## config.mk

```make
export PLATFORM = sky130hd
export DESIGN_NAME = prog_loader_flat
export DESIGN_NICKNAME = d
export VERILOG_FILES = /design/src/rtl/prog_loader_pkg.sv /design/src/rtl/prog_loader_if.sv /design/src/rtl/prog_loader_release_timer.sv /design/src/rtl/prog_loader.sv /design/src/flat_wrapper.sv
export SDC_FILE = /design/constraint.sdc
export NUM_CORES = 1
export LEC_CHECK = 0
export CAP_MARGIN = 20
export CORE_AREA = 4 4 114 197
export DETAILED_ROUTE_END_ITERATION = 8
export DIE_AREA = 0 0 118 201
export PLACE_DENSITY = 0.7
export SYNTH_ARGS = -nofsm -noshare
export SYNTH_HDL_FRONTEND = slang
export SYNTH_SLANG_ARGS = --single-unit
```

## constraint.sdc

```tcl
create_clock -name clk -period 5.18 [get_ports clk]
set_input_delay 0.518 -clock clk [delete_from_list [all_inputs] [get_ports clk]]
set_output_delay 0.518 -clock clk [all_outputs]
set_load 0.02 [all_outputs]
```

## src/rtl/prog_loader_pkg.sv

```systemverilog
// Shared types and constants for the instruction-memory loader.
package prog_loader_pkg;

  typedef enum logic [1:0] {
    IDLE    = 2'd0,
    LOAD    = 2'd1,
    CHECK   = 2'd2,
    RELEASE = 2'd3
  } state_t;

  localparam logic [1:0] ERR_NONE  = 2'd0;
  localparam logic [1:0] ERR_RANGE = 2'd1;
  localparam logic [1:0] ERR_SUM   = 2'd2;
  localparam logic [1:0] ERR_ABORT = 2'd3;

endpackage

```

## src/rtl/prog_loader_if.sv

```systemverilog
// Word stream in, instruction-memory write port out; master is the loader side.
interface prog_loader_if #(
  parameter int DATA_W = 32,
  parameter int ADDR_W = 8
);
  logic              s_valid;
  logic [DATA_W-1:0] s_data;
  logic              s_ready;
  logic              mem_we;
  logic [ADDR_W-1:0] mem_addr;
  logic [DATA_W-1:0] mem_wdata;

  modport master (
    input  s_valid, s_data,
    output s_ready, mem_we, mem_addr, mem_wdata
  );

  modport slave (
    output s_valid, s_data,
    input  s_ready, mem_we, mem_addr, mem_wdata
  );
endinterface

```

## src/rtl/prog_loader_release_timer.sv

```systemverilog
// Down-counter that keeps the core in reset for HOLD cycles after a good load.
module prog_loader_release_timer #(
  parameter int HOLD = 4
) (
  input  logic clk,
  input  logic reset,
  input  logic load,
  input  logic en,
  output logic tc
);
  localparam int CW = (HOLD > 1) ? $clog2(HOLD) : 1;

  logic [CW-1:0] cnt;

  always_ff @(posedge clk or posedge reset) begin
    if (reset)
      cnt <= '0;
    else if (load)
      cnt <= CW'(HOLD - 1);
    else if (en && cnt != '0)
      cnt <= cnt - CW'(1);
  end

  assign tc = (cnt == '0);
endmodule

```

## src/rtl/prog_loader.sv

```systemverilog
// Streams words into instruction memory, verifies a checksum, then releases the core.
module prog_loader
  import prog_loader_pkg::*;
#(
  parameter int DATA_W   = 32,
  parameter int ADDR_W   = 8,
  parameter int DEPTH    = 256,
  parameter int RST_HOLD = 4
) (
  input  logic              clk,
  input  logic              reset,
  input  logic              start,
  input  logic [ADDR_W-1:0] base_addr,
  input  logic [ADDR_W:0]   word_count,
  input  logic [DATA_W-1:0] exp_sum,
  input  logic              abort,
  prog_loader_if.master     bus,
  output logic              cpu_reset,
  output logic              run_mode,
  output logic              done,
  output logic              err,
  output logic [1:0]        err_code
);
  localparam logic [ADDR_W+1:0] DEPTH_L = (ADDR_W + 2)'(DEPTH);

  state_t            state, state_n;
  logic [ADDR_W:0]   index, index_n, count_q, count_n;
  logic [ADDR_W-1:0] base_q, base_n, addr_q, addr_n;
  logic [DATA_W-1:0] sum, sum_n, exp_q, exp_n, wdata_q, wdata_n;
  logic              we_q, we_n, cpu_reset_n, run_n, done_n, err_n;
  logic [1:0]        code_n;
  logic              accept, range_bad, timer_load, timer_tc;
  logic [ADDR_W+1:0] range_end;

  assign bus.s_ready = (state == LOAD);
  assign bus.mem_we  = we_q;
  assign bus.mem_addr  = addr_q;
  assign bus.mem_wdata = wdata_q;

  assign accept    = bus.s_valid && (state == LOAD);
  // Range sum is two bits wider than the address so it cannot wrap.
  assign range_end = {2'b00, base_addr} + {1'b0, word_count};
  assign range_bad = (word_count == '0) || (range_end > DEPTH_L);

  prog_loader_release_timer #(.HOLD(RST_HOLD)) u_timer (
    .clk   (clk),
    .reset (reset),
    .load  (timer_load),
    .en    (state == RELEASE),
    .tc    (timer_tc)
  );

  always_ff @(posedge clk or posedge reset) begin
    if (reset) begin
      state     <= IDLE;
      index     <= '0;
      sum       <= '0;
      count_q   <= '0;
      base_q    <= '0;
      exp_q     <= '0;
      we_q      <= 1'b0;
      addr_q    <= '0;
      wdata_q   <= '0;
      cpu_reset <= 1'b1;
      run_mode  <= 1'b0;
      done      <= 1'b0;
      err       <= 1'b0;
      err_code  <= ERR_NONE;
    end else begin
      state     <= state_n;
      index     <= index_n;
      sum       <= sum_n;
      count_q   <= count_n;
      base_q    <= base_n;
      exp_q     <= exp_n;
      we_q      <= we_n;
      addr_q    <= addr_n;
      wdata_q   <= wdata_n;
      cpu_reset <= cpu_reset_n;
      run_mode  <= run_n;
      done      <= done_n;
      err       <= err_n;
      err_code  <= code_n;
    end
  end

  always_comb begin
    state_n     = state;
    index_n     = index;
    sum_n       = sum;
    count_n     = count_q;
    base_n      = base_q;
    exp_n       = exp_q;
    we_n        = 1'b0;
    addr_n      = addr_q;
    wdata_n     = wdata_q;
    cpu_reset_n = cpu_reset;
    run_n       = run_mode;
    done_n      = 1'b0;
    err_n       = err;
    code_n      = err_code;
    timer_load  = 1'b0;

    case (state)
      IDLE: begin
        // A new start always parks the core, even one that is already running.
        if (start) begin
          base_n      = base_addr;
          count_n     = word_count;
          exp_n       = exp_sum;
          index_n     = '0;
          sum_n       = '0;
          err_n       = 1'b0;
          code_n      = ERR_NONE;
          run_n       = 1'b0;
          cpu_reset_n = 1'b1;
          if (range_bad) begin
            err_n  = 1'b1;
            code_n = ERR_RANGE;
            done_n = 1'b1;
          end else begin
            state_n = LOAD;
          end
        end
      end
      LOAD: begin
        if (abort) begin
          state_n     = IDLE;
          err_n       = 1'b1;
          code_n      = ERR_ABORT;
          done_n      = 1'b1;
          run_n       = 1'b0;
          cpu_reset_n = 1'b1;
        end else if (accept) begin
          we_n    = 1'b1;
          addr_n  = base_q + index[ADDR_W-1:0];
          wdata_n = bus.s_data;
          sum_n   = sum + bus.s_data;
          index_n = index + (ADDR_W + 1)'(1);
          if (index + (ADDR_W + 1)'(1) == count_q)
            state_n = CHECK;
        end
      end
      CHECK: begin
        if (sum == exp_q) begin
          state_n    = RELEASE;
          timer_load = 1'b1;
        end else begin
          state_n     = IDLE;
          err_n       = 1'b1;
          code_n      = ERR_SUM;
          done_n      = 1'b1;
          run_n       = 1'b0;
          cpu_reset_n = 1'b1;
        end
      end
      RELEASE: begin
        if (timer_tc) begin
          state_n     = IDLE;
          cpu_reset_n = 1'b0;
          run_n       = 1'b1;
          done_n      = 1'b1;
        end
      end
      default: state_n = IDLE;
    endcase
  end
endmodule

```

## src/flat_wrapper.sv

```systemverilog
// flat-port wrapper written by rule: the top's interface ports become plain ports
module prog_loader_flat import prog_loader_pkg::*;
#(
  parameter int DATA_W   = 32,
  parameter int ADDR_W   = 8,
  parameter int DEPTH    = 256,
  parameter int RST_HOLD = 4
)
  (clk, reset, start, base_addr, word_count, exp_sum, abort, cpu_reset, run_mode, done, err, err_code, bus_s_valid, bus_s_data, bus_s_ready, bus_mem_we, bus_mem_addr, bus_mem_wdata);
  prog_loader_if #(.DATA_W(DATA_W), .ADDR_W(ADDR_W)) bus_i ();
  input  logic clk;
  input  logic reset;
  input  logic start;
  input  logic [ADDR_W-1:0] base_addr;
  input  logic [ADDR_W:0] word_count;
  input  logic [DATA_W-1:0] exp_sum;
  input  logic abort;
  output logic cpu_reset;
  output logic run_mode;
  output logic done;
  output logic err;
  output logic [1:0] err_code;
  input wire logic [$bits(bus_i.s_valid)-1:0] bus_s_valid;
  input wire logic [$bits(bus_i.s_data)-1:0] bus_s_data;
  output wire logic [$bits(bus_i.s_ready)-1:0] bus_s_ready;
  output wire logic [$bits(bus_i.mem_we)-1:0] bus_mem_we;
  output wire logic [$bits(bus_i.mem_addr)-1:0] bus_mem_addr;
  output wire logic [$bits(bus_i.mem_wdata)-1:0] bus_mem_wdata;
  assign bus_i.s_valid = bus_s_valid;
  assign bus_i.s_data = bus_s_data;
  assign bus_s_ready = bus_i.s_ready;
  assign bus_mem_we = bus_i.mem_we;
  assign bus_mem_addr = bus_i.mem_addr;
  assign bus_mem_wdata = bus_i.mem_wdata;
  prog_loader #(.DATA_W(DATA_W), .ADDR_W(ADDR_W), .DEPTH(DEPTH), .RST_HOLD(RST_HOLD)) u_core (.clk(clk), .reset(reset), .start(start), .base_addr(base_addr), .word_count(word_count), .exp_sum(exp_sum), .abort(abort), .bus(bus_i), .cpu_reset(cpu_reset), .run_mode(run_mode), .done(done), .err(err), .err_code(err_code));
endmodule
```

==> impl_metrics.py, run 1 <==
metrics = {
    "worst_setup_path": {
        "critPathLaunchType": "input pin",
        "crit_slowest_cell": "clkdlybuf4s50_1",
        "r2r-end": "u_core.state[1]",
        "cpPeakStageDelay_ps": 520,
        "worstPathMaxFanout": 3,
        "cp_top_family": "compound AO/OA/AOI/OAI gates",
        "cp.required_ps": 5480,
        "path_cells": "clkdlybuf4s50_1, ha_1, inv_1, fa_1, nor2b_1, o21ai_0, a21oi_1, o31a_1, o211ai_1, a2111oi_4, o21bai_2, a21oi_1, o211ai_1",
        "worst_setup_path_end_kind": "flop",
        "crit_arrival_ps": 3720,
        "cp-startpoint": "word_count[0]",
        "r2r_cells": 11,
        "path_class": "in -> reg",
        "crit_cells": 13,
        "rrSetupSlack_ps": 1910,
        "crit_path_end": "u_core.err_code[0]",
        "r2r_start": "u_core.state[0]",
        "cp_num_buf_inv": 2,
    },
    "logic_synthesis": {
        "seq_area_frac_synth_pct": 43.17,
        "synthDominantCellAreaShare_pct": 42.85,
        "yosys-top-cells-count": "nand2_1 (163), dfrtp_1 (140), o21ai_0 (62)",
        "syn_avg_cell_area_um2": 9.781,
        "synth-edff-count": 0,
        "yosysMostFrequentCell": "nand2_1",
        "yosysWarnings": 0,
        "dominantRegCellSynth": "dfrtp_1",
        "synth_area_leaders": "dfrtp_1 (43%), ha_1 (8.1%), nand2_1 (7.5%)",
        "syn_area_mm2": 0.008177,
        "async_reset_ff_share_pct": 100.0,
        "ys_types": 62,
        "syn_inst": 836,
        "synth_top_area_cell": "dfrtp_1",
        "synth_seq_cells": 141,
        "syn_nets": 978,
    },
    "timing": {
        "setup_violations": 0,
        "hold_viol": 0,
        "finalMaxSlewViolations": 0,
        "finalClockSkew_ps": 10.52,
        "fmax_ghz": 0.2919,
        "hold_ws_ps": 405.4,
        "finalSetupTns_ps": 0,
        "fin_ws_ps": 1754,
        "slew_headroom_pct": 37.56,
        "worst_pin_slew_ps": 933.3,
        "timing.final.crit_share_pct": 66.15,
        "rsz0062_at_grt": "no",
        "period_minus_slack_ps": 3426,
    },
    "finish": {
        "final_cells": 1235,
        "fin_nets": 1113,
        "syn_to_final_growth_pct": 26.76,
        "stdcell_area_mm2": 0.01036,
        "antenna_cells": 0,
        "nFillCells": 1945,
        "drive_gt1_share_pct": 10.78,
        "post-route-util_pct": 49.72,
    },
    "floorplan": {
        "die-area_mm2": 0.02372,
        "io-pin-count": 134,
        "rows": 70,
        "start_util_pct": 39.23,
        "core_mm2": 0.02085,
        "die_y_um": 201,
        "die_w_um": 118,
    },
    "hold_path": {
        "hold_class": "in -> async",
    },
    "placement": {
        "gp_congestion": 0.9131,
        "dp_cells": 1203,
        "place_ws_ps": 1297,
        "placed_area_mm2": 0.009794,
        "post-dp-hpwl_um": 16780,
        "port_buffers": 133,
    },
    "global_route": {
        "grt_pass1_vias": 6802,
        "antenna_found_initial": 1,
        "grt_max_degree": 111,
        "overflow": 0,
        "gr-usage-all-layers_pct": 19.24,
        "grt_pass1_wl_um": 36090,
    },
    "detailed_routing": {
        "antenna_left": 0,
        "post_drt_via_cell_ratio": 5.348,
        "finalWirelength_um": 22250,
        "dr.pass1.iters": 6,
        "drc": 0,
        "via_count": 6605,
        "drtIter0Drc": 240,
        "wire_per_inst_um": 18.02,
    },
    "power_and_ir_drop": {
        "powerDensity_mw_per_mm2": 553.0,
        "peakVddDrop_mv": 0.2118,
        "intPower_mw": 3.482,
        "seqPwrFrac_pct": 33.7,
        "power_switching_mw": 2.250,
        "power_frac_clock_pct": 20.0,
        "swShare_pct": 39.26,
        "pwr-share-comb_pct": 46.3,
        "p_leak_nw": 4.727,
        "total_power_mw": 5.732,
    },
    "clock_network": {
        "cts_resized": 0,
        "cts_root_buffer": "clkbuf_16",
        "cts_setup_buffers": 0,
        "cts.htree.levels": 4,
        "cts_sinks": 141,
        "clk_pin_slew_ps": 60,
        "cts_hold_buf": 0,
        "clk_latency_ps": 430,
        "numCtsBuffers": 17,
        "cts_tree": "done",
        "cts.path.max_buffers": 2,
    },
    "run_status": {
        "status": "complete, no violations",
    },
    "flow_run": {
        "maxCapViolCount": 0,
    },
}
==> layer usage <==
metal  wire length [um]  share of wire [%]  GRT usage [%]  vias to the layer above
met3                702                3.2          3.862                       41
met5                 12              0.054              0                        -
met4                842                3.8          9.350                        2
li1                   -                  -              -                     3216
met1               8239                 37          20.05                     3207
met2              12450                 56          36.30                      139
==> sequential cells by signal, indices dropped and copies added (netlist names) <==
signal,flops
u_core.u_timer.cnt,2
u_core.base_q,8
u_core.run_mode,1
u_core.index,9
u_core.bus.mem_addr,8
u_core.err_code,2
u_core.sum,32
u_core.done,1
u_core.bus.mem_wdata,32
u_core.bus.mem_we,1
u_core.state,2
u_core.cpu_reset,1
u_core.err,1
u_core.count_q,9
u_core.exp_q,32
==> cells in the final DEF (no fill, tap or decap), types with 5 or more instances in the layout <==
master	n
o21ai_0	62
ha_1	53
nand2_1	160
buf_4	7
clkdlybuf4s50_1	133
a21o_1	17
xnor2_1	25
o21bai_1	6
a2111oi_0	5
a22o_1	8
dfrtp_1	140
xor2_1	55
nand3_1	15
mux2_2	48
nand4_1	8
and2_1	6
nor3_1	6
nor4_1	12
and3_1	8
nor2_1	24
inv_1	31
a21oi_1	37
clkbuf_16	17
o211ai_1	5
clkinvlp_4	5
==> cell families after synthesis <==
kind of cell | share of synthesized area [%]
AND/OR/NAND/NOR | 13.89
AO/OA/AOI/OAI | 16.01
flip-flops | 43.17
XOR/XNOR | 8.569
buffers and inverters | 2.663
adder cells (fa/ha/maj) | 8.845
multiplexers | 6.855
==> worst min path at each step <==
stage,from,to,slack [ps],depth (start not counted)
2_1_floorplan,u_core.count_q[1],u_core.count_q[1],470,2
3_3_place_gp,u_core.bus.mem_wdata[13],u_core.bus.mem_wdata[13],460,2
3_5_place_dp,u_core.bus.mem_wdata[13],u_core.bus.mem_wdata[13],460,2
4_1_cts,u_core.bus.mem_wdata[20],u_core.bus.mem_wdata[20],480,2
5_1_grt,reset,u_core.bus.mem_wdata[27],430,2
6_report,reset,u_core.bus.mem_wdata[27],410,2
==> power groups by stage <==
stage                     clock, mW  sequential [mW]  combinational (mW)
after CTS                      1.18             1.94                2.68
final                          1.15             1.93                2.65
after floorplan                   0             2.09                1.56
after global placement            0             1.94                2.62
after global routing           1.23             2.00                2.92
after detailed placement          0             1.96                2.66
==> cell type report <==
cell class | instances | area, um2 | area share [%]
Multi-Input combinational cell | 637 | 4437 | 42.81
Sequential cell | 141 | 3530 | 34.05
Timing Repair Buffer | 141 | 1411 | 13.62
Clock buffer | 20 | 446.7 | 4.310
Tap cell | 252 | 315.3 | 3.042
Inverter | 33 | 128.9 | 1.243
Clock inverter | 11 | 96.34 | 0.9295
No activity file was read; power rests on OpenSTA's default activity.
==> inputs of run 2 (changes only) <==
- clock period: 5.18 -> 3.2 ns (I/O delays scaled with it)
==> run 2 against run 1 <==
  * Count of clock-buffer cells in the layout did not move
  * Non-clock buffer count rose by 44
  * Cell count rose by 3.6%
  * Final area rose by 4.4%
  * First-iteration DRC count fell by 13%
  * Global-route usage rose by 0.42 points
  * Utilization rose by 2.2 points
  * Total power rose by 72%
  * Hold slack got worse by 66 ps
  * Critical path type unchanged
  * Critical endpoint is now u_core.done
  * Highest routed layer is now met4
==> impl_metrics.py, run 2 (synthesized netlist as in run 1, its figures left out) <==
metrics = {
    "run_status": {
        "status": "complete, no violations",
    },
    "finish": {
        "nFillCells": 1940,
        "fin_nets": 1157,
        "drive_gt1_share_pct": 14.80,
        "antenna_cells": 0,
        "stdcell_area_mm2": 0.01082,
        "most-common-layout-cells": "nand2_1 (161), dfrtp_1 (140), clkdlybuf4s50_1 (133), o21ai_0 (62), xor2_1 (55)",
        "syn_to_final_growth_pct": 32.33,
        "final_common_cell": "nand2_1",
    },
    "worst_setup_path": {
        "crit_arrival_ps": 3340,
        "path_class": "in -> reg",
        "path_cells": "clkdlybuf4s50_1, ha_1, inv_1, fa_1, nor2b_1, o21ai_0, a21oi_2, o31a_1, o211ai_1, a2111oi_4, o21bai_2, a21oi_1, o22ai_1",
        "cp.required_ps": 3490,
        "worst_setup_path_end_kind": "flop",
        "critPathLaunchType": "input pin",
        "worstPathMaxFanout": 3,
        "cp_top_family": "compound AO/OA/AOI/OAI gates",
        "crit_slowest_cell": "clkdlybuf4s50_1",
        "cp_num_buf_inv": 2,
        "cpPeakStageDelay_ps": 480,
    },
    "floorplan": {
        "die_y_um": 201,
        "start_util_pct": 39.23,
        "rows": 70,
        "die-area_mm2": 0.02372,
        "die_w_um": 118,
        "core_mm2": 0.02085,
        "io-pin-count": 134,
    },
    "flow_run": {
        "maxCapViolCount": 0,
    },
    "clock_network": {
        "cts_setup_buffers": 0,
        "numCtsBuffers": 17,
        "cts_resized": 0,
        "cts.htree.levels": 4,
        "clk_latency_ps": 420,
        "cts_sinks": 141,
        "cts_tree": "done",
        "cts.path.max_buffers": 2,
        "cts_root_buffer": "clkbuf_16",
        "cts_hold_buf": 0,
        "clk_pin_slew_ps": 60,
    },
    "global_route": {
        "antenna_found_initial": 0,
        "grt_pass1_vias": 7071,
        "grt_pass1_wl_um": 36780,
        "grt_max_degree": 46,
        "gr-usage-all-layers_pct": 19.67,
        "overflow": 0,
    },
    "timing": {
        "fmax_ghz": 0.3276,
        "finalMaxSlewViolations": 0,
        "finalClockSkew_ps": 7.776,
        "setup_violations": 0,
        "worst_pin_slew_ps": 670.5,
        "timing.final.crit_share_pct": 95.39,
        "hold_viol": 0,
        "slew_headroom_pct": 55.20,
        "period_minus_slack_ps": 3052,
    },
    "detailed_routing": {
        "wire_per_inst_um": 17.82,
        "drtIter0Drc": 210,
        "antenna_left": 0,
        "drc": 0,
        "post_drt_via_cell_ratio": 5.256,
        "finalWirelength_um": 22800,
        "dr.pass1.iters": 7,
        "via_count": 6723,
    },
    "hold_path": {
        "hold_class": "in -> async",
    },
    "power_and_ir_drop": {
        "peakVddDrop_mv": 0.3380,
        "total_power_mw": 9.852,
        "p_leak_nw": 5.008,
        "powerDensity_mw_per_mm2": 910.5,
    },
    "placement": {
        "placed_area_mm2": 0.01017,
        "post-dp-hpwl_um": 17630,
        "port_buffers": 133,
        "gp_congestion": 0.9058,
    },
}
==> run 2: cell types whose count changed in the layout (fill, tap and decap cells not counted), moves of 3 or more <==
cell / change
bufinv_16: +4
buf_4: +42
buf_12: +3
clkinvlp_4: -3
==> run 2: area by class of cell <==
type | instances | area (um2) | area share [%]
Sequential cell | 141 | 3530 | 32.62
Clock buffer | 20 | 446.7 | 4.128
Tap cell | 252 | 315.3 | 2.914
Inverter | 33 | 127.6 | 1.179
Clock inverter | 11 | 190.2 | 1.758
Multi-Input combinational cell | 637 | 4452 | 41.14
Timing Repair Buffer | 185 | 1759 | 16.26
==> run 2: stage by stage <==
step / std cells / hold slack (ps) / TNS [ps] / worst slack (ps) / util [%]
3_3_place_gp: 1248 / 457.0 / -1616 / -236.8 / 48.77
3_5_place_dp: 1248 / 460.8 / -2162 / -278.7 / 48.77
2_1_floorplan: 836 / 425.4 / 0 / 387.4 / -
5_1_grt: 1279 / 381.5 / -1.452 / -1.452 / 51.91
4_1_cts: 1279 / 347.8 / 0 / 45.31 / 51.82
6_report: 1279 / 339.2 / 0 / 147.6 / 51.91
==> run 2: path summary, 6_finish.rpt <==
check                                         startpoint                  endpoint  slack (ps)  cells past startpoint
worst max-delay path                        base_addr[0]               u_core.done         150                     13
worst min-delay path                               reset   u_core.bus.mem_wdata[8]         340                      2
worst max register to register             u_core.sum[0]            u_core.sum[26]         200                     11
worst min register to register  u_core.bus.mem_wdata[16]  u_core.bus.mem_wdata[16]         470                      2
max in group asynchronous                          reset          u_core.cpu_reset        2100                      3
min in group clk                u_core.bus.mem_wdata[16]  u_core.bus.mem_wdata[16]         470                      2
==> run 2: power breakdown <==
group | total [mW] | switching (mW) | internal [mW]
Combinational | 4.55 | 2.38 | 2.17
Clock | 2.17 | 0.767 | 1.40
Sequential | 3.14 | 0.565 | 2.57
Total | 9.85 | 3.71 | 6.14
==> run 2: worst register-to-register path: cells and delay by family (launching register included) <==
family                     cells  cell delay, ps
AOI/OAI and AO/OA              8            1690
adders and majority gates      2             630
DFF                            1             400
xor gates and xnor gates       1             160
==> run 2: layer usage <==
| layer | wire [um] | part of all wire, % | vias up | global-route usage [%] |
|---|---|---|---|---|
| met5 | 0 | 0 | - | 0 |
| met3 | 720 | 3.2 | 41 | 3.778 |
| met4 | 840 | 3.7 | 0 | 8.721 |
| met1 | 8290 | 36 | 3215 | 20.00 |
| li1 | - | - | 3310 | - |
| met2 | 12940 | 57 | 157 | 38.20 |
